==> src/rtl/weight_bram_pkg.sv <==
// Shared constants and FSM encoding for the weight BRAM write loader and read-side counter.
package weight_bram_pkg;

   localparam int unsigned NUM_BRAMS_DEFAULT  = 16;
   localparam int unsigned ADDR_WIDTH_DEFAULT = 9;
   localparam int unsigned DATA_WIDTH_DEFAULT = 16;

   typedef enum logic [1:0] {
      ST_IDLE  = 2'd0,
      ST_LOAD  = 2'd1,
      ST_DRAIN = 2'd2
   } state_e;

   // Width of a BRAM index; never zero so a single-BRAM build still has a counter.
   function automatic int unsigned idx_width(input int unsigned n);
      return (n > 1) ? $clog2(n) : 1;
   endfunction

endpackage

==> src/rtl/weight_bram_loader_if.sv <==
// Control, stream and BRAM write-port bundle for the weight loader.
interface weight_bram_loader_if
   import weight_bram_pkg::*;
#(
   parameter int unsigned NUM_BRAMS  = NUM_BRAMS_DEFAULT,
   parameter int unsigned ADDR_WIDTH = ADDR_WIDTH_DEFAULT,
   parameter int unsigned DATA_WIDTH = DATA_WIDTH_DEFAULT
) ();

   logic                             start;
   logic [ADDR_WIDTH-1:0]            addr_start;
   logic [ADDR_WIDTH-1:0]            addr_end;
   logic [DATA_WIDTH-1:0]            s_data;
   logic                             s_valid;
   logic                             s_ready;
   logic [NUM_BRAMS-1:0]             w_we;
   logic [NUM_BRAMS*ADDR_WIDTH-1:0]  w_addr_wr_flat;
   logic [DATA_WIDTH-1:0]            w_din;
   logic                             busy;
   logic                             done;

   // Requester / stream source side.
   modport master (
      output start, addr_start, addr_end, s_data, s_valid,
      input  s_ready, w_we, w_addr_wr_flat, w_din, busy, done
   );

   // Loader side.
   modport slave (
      input  start, addr_start, addr_end, s_data, s_valid,
      output s_ready, w_we, w_addr_wr_flat, w_din, busy, done
   );

endinterface

==> src/rtl/onehot_decoder.sv <==
// Index to one-hot decoder with an enable gate; drives the per-BRAM write enables.
module onehot_decoder #(
   parameter int unsigned NUM_OUT = 16,
   parameter int unsigned IDX_W   = 4
) (
   input  logic [IDX_W-1:0]   idx_i,
   input  logic               en_i,
   output logic [NUM_OUT-1:0] onehot_c_o
);

   // One bit per output, high only for the selected index while enabled.
   always_comb begin
      onehot_c_o = '0;
      for (int unsigned i = 0; i < NUM_OUT; i++) begin
         onehot_c_o[i] = en_i && (idx_i == IDX_W'(i));
      end
   end

endmodule

==> src/rtl/weight_bram_loader.sv <==
// Streams weight words into NUM_BRAMS BRAMs, address-major / BRAM-minor, one word per handshake.
module weight_bram_loader
   import weight_bram_pkg::*;
#(
   parameter int unsigned NUM_BRAMS  = NUM_BRAMS_DEFAULT,
   parameter int unsigned ADDR_WIDTH = ADDR_WIDTH_DEFAULT,
   parameter int unsigned DATA_WIDTH = DATA_WIDTH_DEFAULT
) (
   input logic                 clk,
   input logic                 rst_n,
   weight_bram_loader_if.slave bus
);

   localparam int unsigned IDX_W = idx_width(NUM_BRAMS);

   state_e                state_q, state_d;
   logic [ADDR_WIDTH-1:0] cur_addr_q, cur_addr_d;
   logic [ADDR_WIDTH-1:0] end_addr_q, end_addr_d;
   logic [IDX_W-1:0]      bram_idx_q, bram_idx_d;
   logic                  s_ready_q, s_ready_d;
   logic                  busy_q, busy_d;
   logic                  done_q, done_d;
   logic [NUM_BRAMS-1:0]  w_we_q;
   logic [ADDR_WIDTH-1:0] w_addr_q, w_addr_d;
   logic [DATA_WIDTH-1:0] w_din_q, w_din_d;
   logic [NUM_BRAMS-1:0]  we_onehot_c;
   logic                  xfer_c;
   logic                  idx_wrap_c;
   logic                  last_c;

   // Handshake qualifiers; s_ready is a flop, so no path from s_valid back to s_ready.
   assign xfer_c     = bus.s_valid && s_ready_q;
   assign idx_wrap_c = (bram_idx_q == IDX_W'(NUM_BRAMS - 1));
   assign last_c     = idx_wrap_c && (cur_addr_q == end_addr_q);

   // Write enable for the BRAM addressed by this cycle's transfer, registered below.
   onehot_decoder #(
      .NUM_OUT (NUM_BRAMS),
      .IDX_W   (IDX_W)
   ) u_we_dec (
      .idx_i      (bram_idx_q),
      .en_i       (xfer_c),
      .onehot_c_o (we_onehot_c)
   );

   // Next-state and next-output logic.
   always_comb begin
      state_d    = state_q;
      cur_addr_d = cur_addr_q;
      end_addr_d = end_addr_q;
      bram_idx_d = bram_idx_q;
      w_addr_d   = w_addr_q;
      w_din_d    = w_din_q;
      done_d     = 1'b0;

      case (state_q)
         ST_IDLE: begin
            if (bus.start) begin
               cur_addr_d = bus.addr_start;
               end_addr_d = bus.addr_end;
               bram_idx_d = '0;
               // An inverted range loads nothing but still completes through DRAIN.
               state_d    = (bus.addr_end < bus.addr_start) ? ST_DRAIN : ST_LOAD;
            end
         end
         ST_LOAD: begin
            if (xfer_c) begin
               w_addr_d = cur_addr_q;
               w_din_d  = bus.s_data;
               if (idx_wrap_c) begin
                  bram_idx_d = '0;
                  cur_addr_d = cur_addr_q + 1'b1;
               end else begin
                  bram_idx_d = bram_idx_q + 1'b1;
               end
               if (last_c) begin
                  state_d = ST_DRAIN;
               end
            end
         end
         ST_DRAIN: begin
            state_d = ST_IDLE;
            done_d  = 1'b1;
         end
         default: begin
            state_d = ST_IDLE;
         end
      endcase

      s_ready_d = (state_d == ST_LOAD);
      busy_d    = (state_d != ST_IDLE);
   end

   // State, counters and registered outputs.
   always_ff @(posedge clk or negedge rst_n) begin
      if (!rst_n) begin
         state_q    <= ST_IDLE;
         cur_addr_q <= '0;
         end_addr_q <= '0;
         bram_idx_q <= '0;
         s_ready_q  <= 1'b0;
         busy_q     <= 1'b0;
         done_q     <= 1'b0;
         w_we_q     <= '0;
         w_addr_q   <= '0;
         w_din_q    <= '0;
      end else begin
         state_q    <= state_d;
         cur_addr_q <= cur_addr_d;
         end_addr_q <= end_addr_d;
         bram_idx_q <= bram_idx_d;
         s_ready_q  <= s_ready_d;
         busy_q     <= busy_d;
         done_q     <= done_d;
         w_we_q     <= we_onehot_c;
         w_addr_q   <= w_addr_d;
         w_din_q    <= w_din_d;
      end
   end

   // All BRAMs share the same write address; only the enabled one commits.
   assign bus.s_ready        = s_ready_q;
   assign bus.busy           = busy_q;
   assign bus.done           = done_q;
   assign bus.w_we           = w_we_q;
   assign bus.w_din          = w_din_q;
   assign bus.w_addr_wr_flat = {NUM_BRAMS{w_addr_q}};

endmodule

==> src/flat_wrapper.sv <==
// flat-port wrapper written by rule: the top's interface ports become plain ports
module weight_bram_loader_flat import weight_bram_pkg::*;
#(
   parameter int unsigned NUM_BRAMS  = NUM_BRAMS_DEFAULT,
   parameter int unsigned ADDR_WIDTH = ADDR_WIDTH_DEFAULT,
   parameter int unsigned DATA_WIDTH = DATA_WIDTH_DEFAULT
)
  (clk, rst_n, bus_start, bus_addr_start, bus_addr_end, bus_s_data, bus_s_valid, bus_s_ready, bus_w_we, bus_w_addr_wr_flat, bus_w_din, bus_busy, bus_done);
  weight_bram_loader_if #(.NUM_BRAMS(NUM_BRAMS), .ADDR_WIDTH(ADDR_WIDTH), .DATA_WIDTH(DATA_WIDTH)) bus_i ();
  input logic clk;
  input logic rst_n;
  input wire logic [$bits(bus_i.start)-1:0] bus_start;
  input wire logic [$bits(bus_i.addr_start)-1:0] bus_addr_start;
  input wire logic [$bits(bus_i.addr_end)-1:0] bus_addr_end;
  input wire logic [$bits(bus_i.s_data)-1:0] bus_s_data;
  input wire logic [$bits(bus_i.s_valid)-1:0] bus_s_valid;
  output wire logic [$bits(bus_i.s_ready)-1:0] bus_s_ready;
  output wire logic [$bits(bus_i.w_we)-1:0] bus_w_we;
  output wire logic [$bits(bus_i.w_addr_wr_flat)-1:0] bus_w_addr_wr_flat;
  output wire logic [$bits(bus_i.w_din)-1:0] bus_w_din;
  output wire logic [$bits(bus_i.busy)-1:0] bus_busy;
  output wire logic [$bits(bus_i.done)-1:0] bus_done;
  assign bus_i.start = bus_start;
  assign bus_i.addr_start = bus_addr_start;
  assign bus_i.addr_end = bus_addr_end;
  assign bus_i.s_data = bus_s_data;
  assign bus_i.s_valid = bus_s_valid;
  assign bus_s_ready = bus_i.s_ready;
  assign bus_w_we = bus_i.w_we;
  assign bus_w_addr_wr_flat = bus_i.w_addr_wr_flat;
  assign bus_w_din = bus_i.w_din;
  assign bus_busy = bus_i.busy;
  assign bus_done = bus_i.done;
  weight_bram_loader #(.NUM_BRAMS(NUM_BRAMS), .ADDR_WIDTH(ADDR_WIDTH), .DATA_WIDTH(DATA_WIDTH)) u_core (.clk(clk), .rst_n(rst_n), .bus(bus_i));
endmodule
==> config.mk <==
export PLATFORM = sky130hd
export DESIGN_NAME = weight_bram_loader_flat
export DESIGN_NICKNAME = d
export VERILOG_FILES = /design/src/rtl/weight_bram_pkg.sv /design/src/rtl/weight_bram_loader_if.sv /design/src/rtl/onehot_decoder.sv /design/src/rtl/weight_bram_loader.sv /design/src/flat_wrapper.sv
export SDC_FILE = /design/constraint.sdc
export NUM_CORES = 1
export LEC_CHECK = 0
export CORE_MARGIN = 8
export CORE_UTILIZATION = 40
export DETAILED_ROUTE_END_ITERATION = 7
export PLACE_DENSITY = 0.89
export SYNTH_ARGS = -nofsm -noshare
export SYNTH_HDL_FRONTEND = slang
export SYNTH_HIERARCHICAL = 1
export SYNTH_SLANG_ARGS = --single-unit
==> constraint.sdc <==
create_clock -name clk -period 1.96 [get_ports clk]
set_clock_uncertainty 0.05 [all_clocks]
set_input_delay 0.392 -clock clk [delete_from_list [all_inputs] [get_ports clk]]
set_output_delay 0.392 -clock clk [all_outputs]
set_load 0.05 [all_outputs]
### Yosys cells after proc, flatten, opt, wreduce, memory -nomap -nowiden

Cells that the tools add are included.

* bits in registers: 68
* bits in latches: 0
* memory bits (writable): 0
* memory bits (read-only): 0
* input port bits: 38
* output and inout port bits: 179
* logic and storage cells: 75
* memories kept: 0

* $add $sub $neg: 2
* $mul: 0
* divide/modulo/power cells: 0
* $lt $le $gt $ge: 1
* eq/ne operators: 22
* shifts and indexed selects: 0
* muxes and demuxes: 14
* bitwise logic cells: 0
* reductions and logical operators: 26

Operators with widths (count)
* 4-bit == test, second input constant: 8
* 9-bit two-way mux: 3
* 1-bit logical AND: 18
* 9-bit one-hot mux with 2 select lines: 1
* 4-bit by 3-bit == test with 1-bit output, second input constant: 4
* 4-bit two-way mux: 3
* 9-bit by 1-bit adder with 9-bit output, second input constant: 1
* 9-bit == test: 1
* 9-bit < comparator: 1
* 4-bit by 2-bit == test with 1-bit output, second input constant: 2
* 2-bit two-way mux: 4
* 4-bit one-hot mux with 2 select lines: 1
* 4-bit by 1-bit adder with 4-bit output, second input constant: 1
* 2-bit by 1-bit == test with 1-bit output, second input constant: 2
* 4-bit by 1-bit == test with 1-bit output, second input constant: 1
* 4-bit zero test: 1
* 2-bit inequality test, second input constant: 2
* 2-bit one-hot mux with 2 select lines: 1
* 2-bit AND reduction: 2
* 4-bit AND reduction: 1
* 2-bit nonzero test: 2
* 3-bit AND reduction: 1
* 2-bit == test, second input constant: 1
* 2-bit zero test: 1
* other kinds (2): 2

### Depth between registers and ports, before layout

* depth in word-level cells: 6
* gate-level depth with buffers: 6
* depth with buffers taken out: 6

### By module

Netlist, hierarchy kept.

By module, submodules not included
* weight_bram_loader: instances 1, cells each 389, area each 3972.6 um2, sequential area each 1701.6 um2
* onehot_decoder: instances 1, cells each 23, area each 117.6 um2, sequential area each 0.0 um2

### Worst setup path before layout

No wires, ideal clock.

* path type: register to register
* start: reg u_core.bram_idx_q[0]
* end: reg u_core.cur_addr_q[2]
* setup time: 121 ps
* data arrival time: 1595 ps
* required time: 1789 ps
* slack: 194 ps
* cell stages (with the launch flop): 6
* buffers on the path: 0
* clock period less this slack: 1766 ps
* cells stage by stage: dfrtp_1 > ha_1 > nand3_1 > a221oi_4 > o21ai_1 > a22o_1

* word-level cells in the longest chain between the ends: 3

RTL lines
* start: declaration: line weight_bram_loader.sv:19 `logic [IDX_W-1:0] bram_idx_q, bram_idx_d;`
* start signal: assignment: line weight_bram_loader.sv:111 `bram_idx_q <= bram_idx_d;`
* 4-bit == test: line weight_bram_loader.sv:33 `assign idx_wrap_c = (bram_idx_q == IDX_W'(NUM_BRAMS - 1));`
* 2-bit by 1-bit inequality test with 1-bit output (no source line)
* 4-bit AND reduction (no source line)
* end signal: assignment: line weight_bram_loader.sv:109 `cur_addr_q <= cur_addr_d;`
* end: declaration: line weight_bram_loader.sv:17 `logic [ADDR_WIDTH-1:0] cur_addr_q, cur_addr_d;`

No other way between the ends.
A chain may end at the register's enable or synchronous reset.

### Final worst setup path

* start: in bus_addr_start[2]
* end: reg u_core.s_ready_q, in the netlist u_core/bus.s_ready

* word-level cells in the longest chain between the ends: 5

RTL lines
* start: declaration: line flat_wrapper.sv:13 `input wire logic [$bits(bus_i.addr_start)-1:0] bus_addr_start;`
* 9-bit < comparator: line weight_bram_loader.sv:63 `state_d = (bus.addr_end < bus.addr_start) ? ST_DRAIN : ST_LOAD;`
* 2-bit two-way mux: line weight_bram_loader.sv:63
* 2-bit two-way mux: line weight_bram_loader.sv:58 `if (bus.start) begin`
* 2-bit one-hot mux with 2 select lines: line weight_bram_loader.sv:56 `case (state_q)`
* 2-bit by 1-bit == test with 1-bit output: line weight_bram_loader.sv:90 `s_ready_d = (state_d == ST_LOAD);`
* net u_core.s_ready_d: line weight_bram_loader.sv:20 `logic s_ready_q, s_ready_d;`
* end signal: assignment: line weight_bram_loader.sv:112 `s_ready_q <= s_ready_d;`
* end: declaration: line weight_bram_loader.sv:20

The timed path passes the listed nets, and every way through them passes these cells.

==> flow_summary.ini <==
[outcome]
outcome = completed

[timing]
fin_crit_sh = 0.9871
drv_slew = 0
final.min_clock_period_ns = 1.935
worstMarginPinSlew_ns = 0.5463
finalHoldViolations = 0
maxSlewHeadroom = 0.6352
final.setup.tns_ns = 0
max_freq_mhz = 516.9
setup_violations = 0

[worst_setup_path]
critical_path_class = input port to register
path_cells = clkdlybuf4s50_1 -> inv_1 -> ha_1 -> a211o_1 -> a31oi_2 -> o221ai_2 -> o2bb2ai_1
cp_data_arrival_time_ns = 2.10
cp_max_fo = 3
worstSetupEndpointType = register
startpoint_type = input port
required_ns = 2.13
critPathSlowestCell = clkdlybuf4s50_1
crit_path_max_incr_delay_ns = 0.46

[logic_synthesis]
synth_seq_area_share = 0.4160
synth_xor_xnor_area_share = 0.02141
ys_ff_latch = 68
synth-compound-area-share = 0.07066
synthAdderAreaFrac = 0.03059
synth_top_family_by_area = buffers and inverters
ys_types = 45
synth-simple-area-share = 0.1159
synth_nets = 460
synthMuxAreaShare = 0.07372
synthArstFlopShare = 1.000
synthesis.area_mm2 = 0.004090
synth_ff_type = dfrtp_1
ys.warnings.count = 6
avgSynthCellArea_um2 = 9.928
synth_edf_count = 0
synth_cells = 412

[clocking]
htreeDepth = 3
ctsLongestPathBuffers = 2
cts.reportedPaths.clkPinSlew_ns = 0.08
clk_latency_ns = 0.34
clkSinkCount = 68
cts_tree = done
cts_root_buf = clkbuf_8
cts_made_buffers = 9

[layout]
drive_gt1_frac = 0.4367
final_common_cell = buf_12
layout.nets = 572
final_cell_mix = buf_12 (150), dfrtp_1 (68), clkdlybuf4s50_1 (43)
diodes = 0
instances_no_fill = 665
syn2layout_area_growth_pct = 79.23
fillers = 638
final_core_util = 0.7231

[place]
io_buffers = 216
dp_cells = 646
hpwlAfterDp_mm = 11.00
gp_congestion = 0.9246

[route]
dr_wl_met3_mm = 1.170
top_layer_used = met4
ant_nets = 0
via_per_inst = 4.935
drt_wl_total_mm = 13.65
wl_per_cell_um = 20.53
dr.pass1.iters = 4
drc_errors = 0
drt-met1-wl_mm = 4.618
drtIter0Drc = 275
vias = 3282
wl_met2_mm = 7.494

[global_routing]
grt.overflow.total = 0
grt_pass1_vias = 3357
grt_use_total = 0.1914
grt_pass1_wl_mm = 19.90
grt_antenna_before_repair = 0
grt_max_degree = 54

[power]
leakage_nw = 3.485
pwr_density_cell_mw_per_mm2 = 1334
total_power_w = 0.009779
ir_drop_mv = 1.004

[floorplanning]
rows = 37
io_pins = 217
start_util = 0.4034
dieHeight_um = 117.1
dieArea_mm2 = 0.01372
core-area_mm2 = 0.01014
die_w_um = 117.1

[job]
maxCapViolCount = 0

[hold_path]
hold_path.class = input port to async pin
[power by group]
part | leakage (nW) | switching [W] | total (W) | internal, W
registers | 0.867 | 0.000164 | 0.00176 | 0.00159
clock network | 0.102 | 0.000551 | 0.00127 | 0.000717
logic | 2.51 | 0.00385 | 0.00675 | 0.00290
[metrics by stage]
| stage | hold slack, ns | instance area, µm² | worst slack (ns) |
|---|---|---|---|
| floorplan | 0.04641 | 4090 | 0.1943 |
| global placement | 0.2812 | 7048 | -0.1961 |
| detailed placement | 0.2868 | 7048 | -0.2198 |
| CTS | 0.4578 | 7268 | 0.0009630 |
| global route | 0.4713 | 7331 | -0.02520 |
| finish | 0.4498 | 7331 | 0.02525 |
[routing by layer]
layer	vias up	GRT usage
met2	209	0.3673
met3	33	0.04515
li1	1459	-
met1	1581	0.1972
met5	-	0
met4	0	0.06911
[cell families after synthesis]
group	after synthesis
fa+ha+maj	10
mux	27
compound gates	45
xor+xnor	10
simple gates	95
buf+inv	157
flops	68
[sequential cells by signal (all words and copies together), names as in the netlist]
name and cells:
u_core/bus.w_din 16, u_core/bus.w_we 16, u_core/cur_addr_q 9, u_core/end_addr_q 9
u_core/w_addr_q 9, u_core/bram_idx_q 4, u_core/state_q 2, u_core/bus.busy 1
u_core/bus.done 1, u_core/bus.s_ready 1
[path summary, 6_finish.rpt]
path	from	endpoint	slack, ns	cells after the start
max reg2reg	u_core/cur_addr_q[1]	u_core/cur_addr_q[8]	0.07	6
min reg2reg	u_core/bus.w_din[15]	u_core/bus.w_din[15]	0.45	1
max in group asynchronous	rst_n	u_core/cur_addr_q[2]	0.81	3
min	rst_n	u_core/bus.w_we[9]	0.45	2
min in group clk	u_core/bus.w_din[15]	u_core/bus.w_din[15]	0.45	1
max	bus_addr_start[2]	u_core/bus.s_ready	0.03	7
[worst max-delay path: cells and delay by family]
family                     cells  cell delay [ns]
buffers and inverters          2             0.52
adders and majority gates      1             0.32
AOI/OAI and AO/OA              4             0.88
[Yosys cell counts (2+ instances only)]
master | number | area share
nand4_1 | 4 | 0.0061
xnor2_1 | 9 | 0.019
a21oi_1 | 15 | 0.018
nor2_1 | 15 | 0.014
dfrtp_1 | 68 | 0.42
nand2b_1 | 5 | 0.0076
a31oi_1 | 2 | 0.0031
and2_1 | 2 | 0.0031
o21ai_0 | 12 | 0.015
nand3b_1 | 3 | 0.0055
buf_2 | 3 | 0.0037
clkbuf_1 | 5 | 0.0046
buf_4 | 136 | 0.25
mux2i_1 | 2 | 0.0049
nand2_1 | 39 | 0.036
nor3_1 | 5 | 0.0061
mux2_2 | 25 | 0.069
or4_1 | 3 | 0.0055
inv_1 | 12 | 0.011
o2bb2ai_1 | 2 | 0.0043
ha_1 | 10 | 0.031
nand3_1 | 8 | 0.0098
a21o_1 | 4 | 0.0073
o21ai_1 | 2 | 0.0024
[repair_timing]
item | CTS | global route
endpoints found under the hold margin | 15 | 0
endpoints found under the setup margin | 5 | 17
buffers inserted | 0 | 2
gates cloned | 0 | 0
gates resized for setup | 5 | 16
hold buffers | 1 | 0
pin swaps | 0 | 0
[cell type report]
class | count | area (µm²) | share of cell area
repair buffers | 246 | 3908 | 0.5330
multi-input cells | 187 | 1290 | 0.1760
flip-flops and latches | 68 | 1702 | 0.2321
clock inverters | 6 | 88.84 | 0.01212
well taps | 136 | 170.2 | 0.02321
inverters | 12 | 45.04 | 0.006144
clock buffers | 10 | 127.6 | 0.01741
Note: power is estimated with default switching activity, not from simulation.
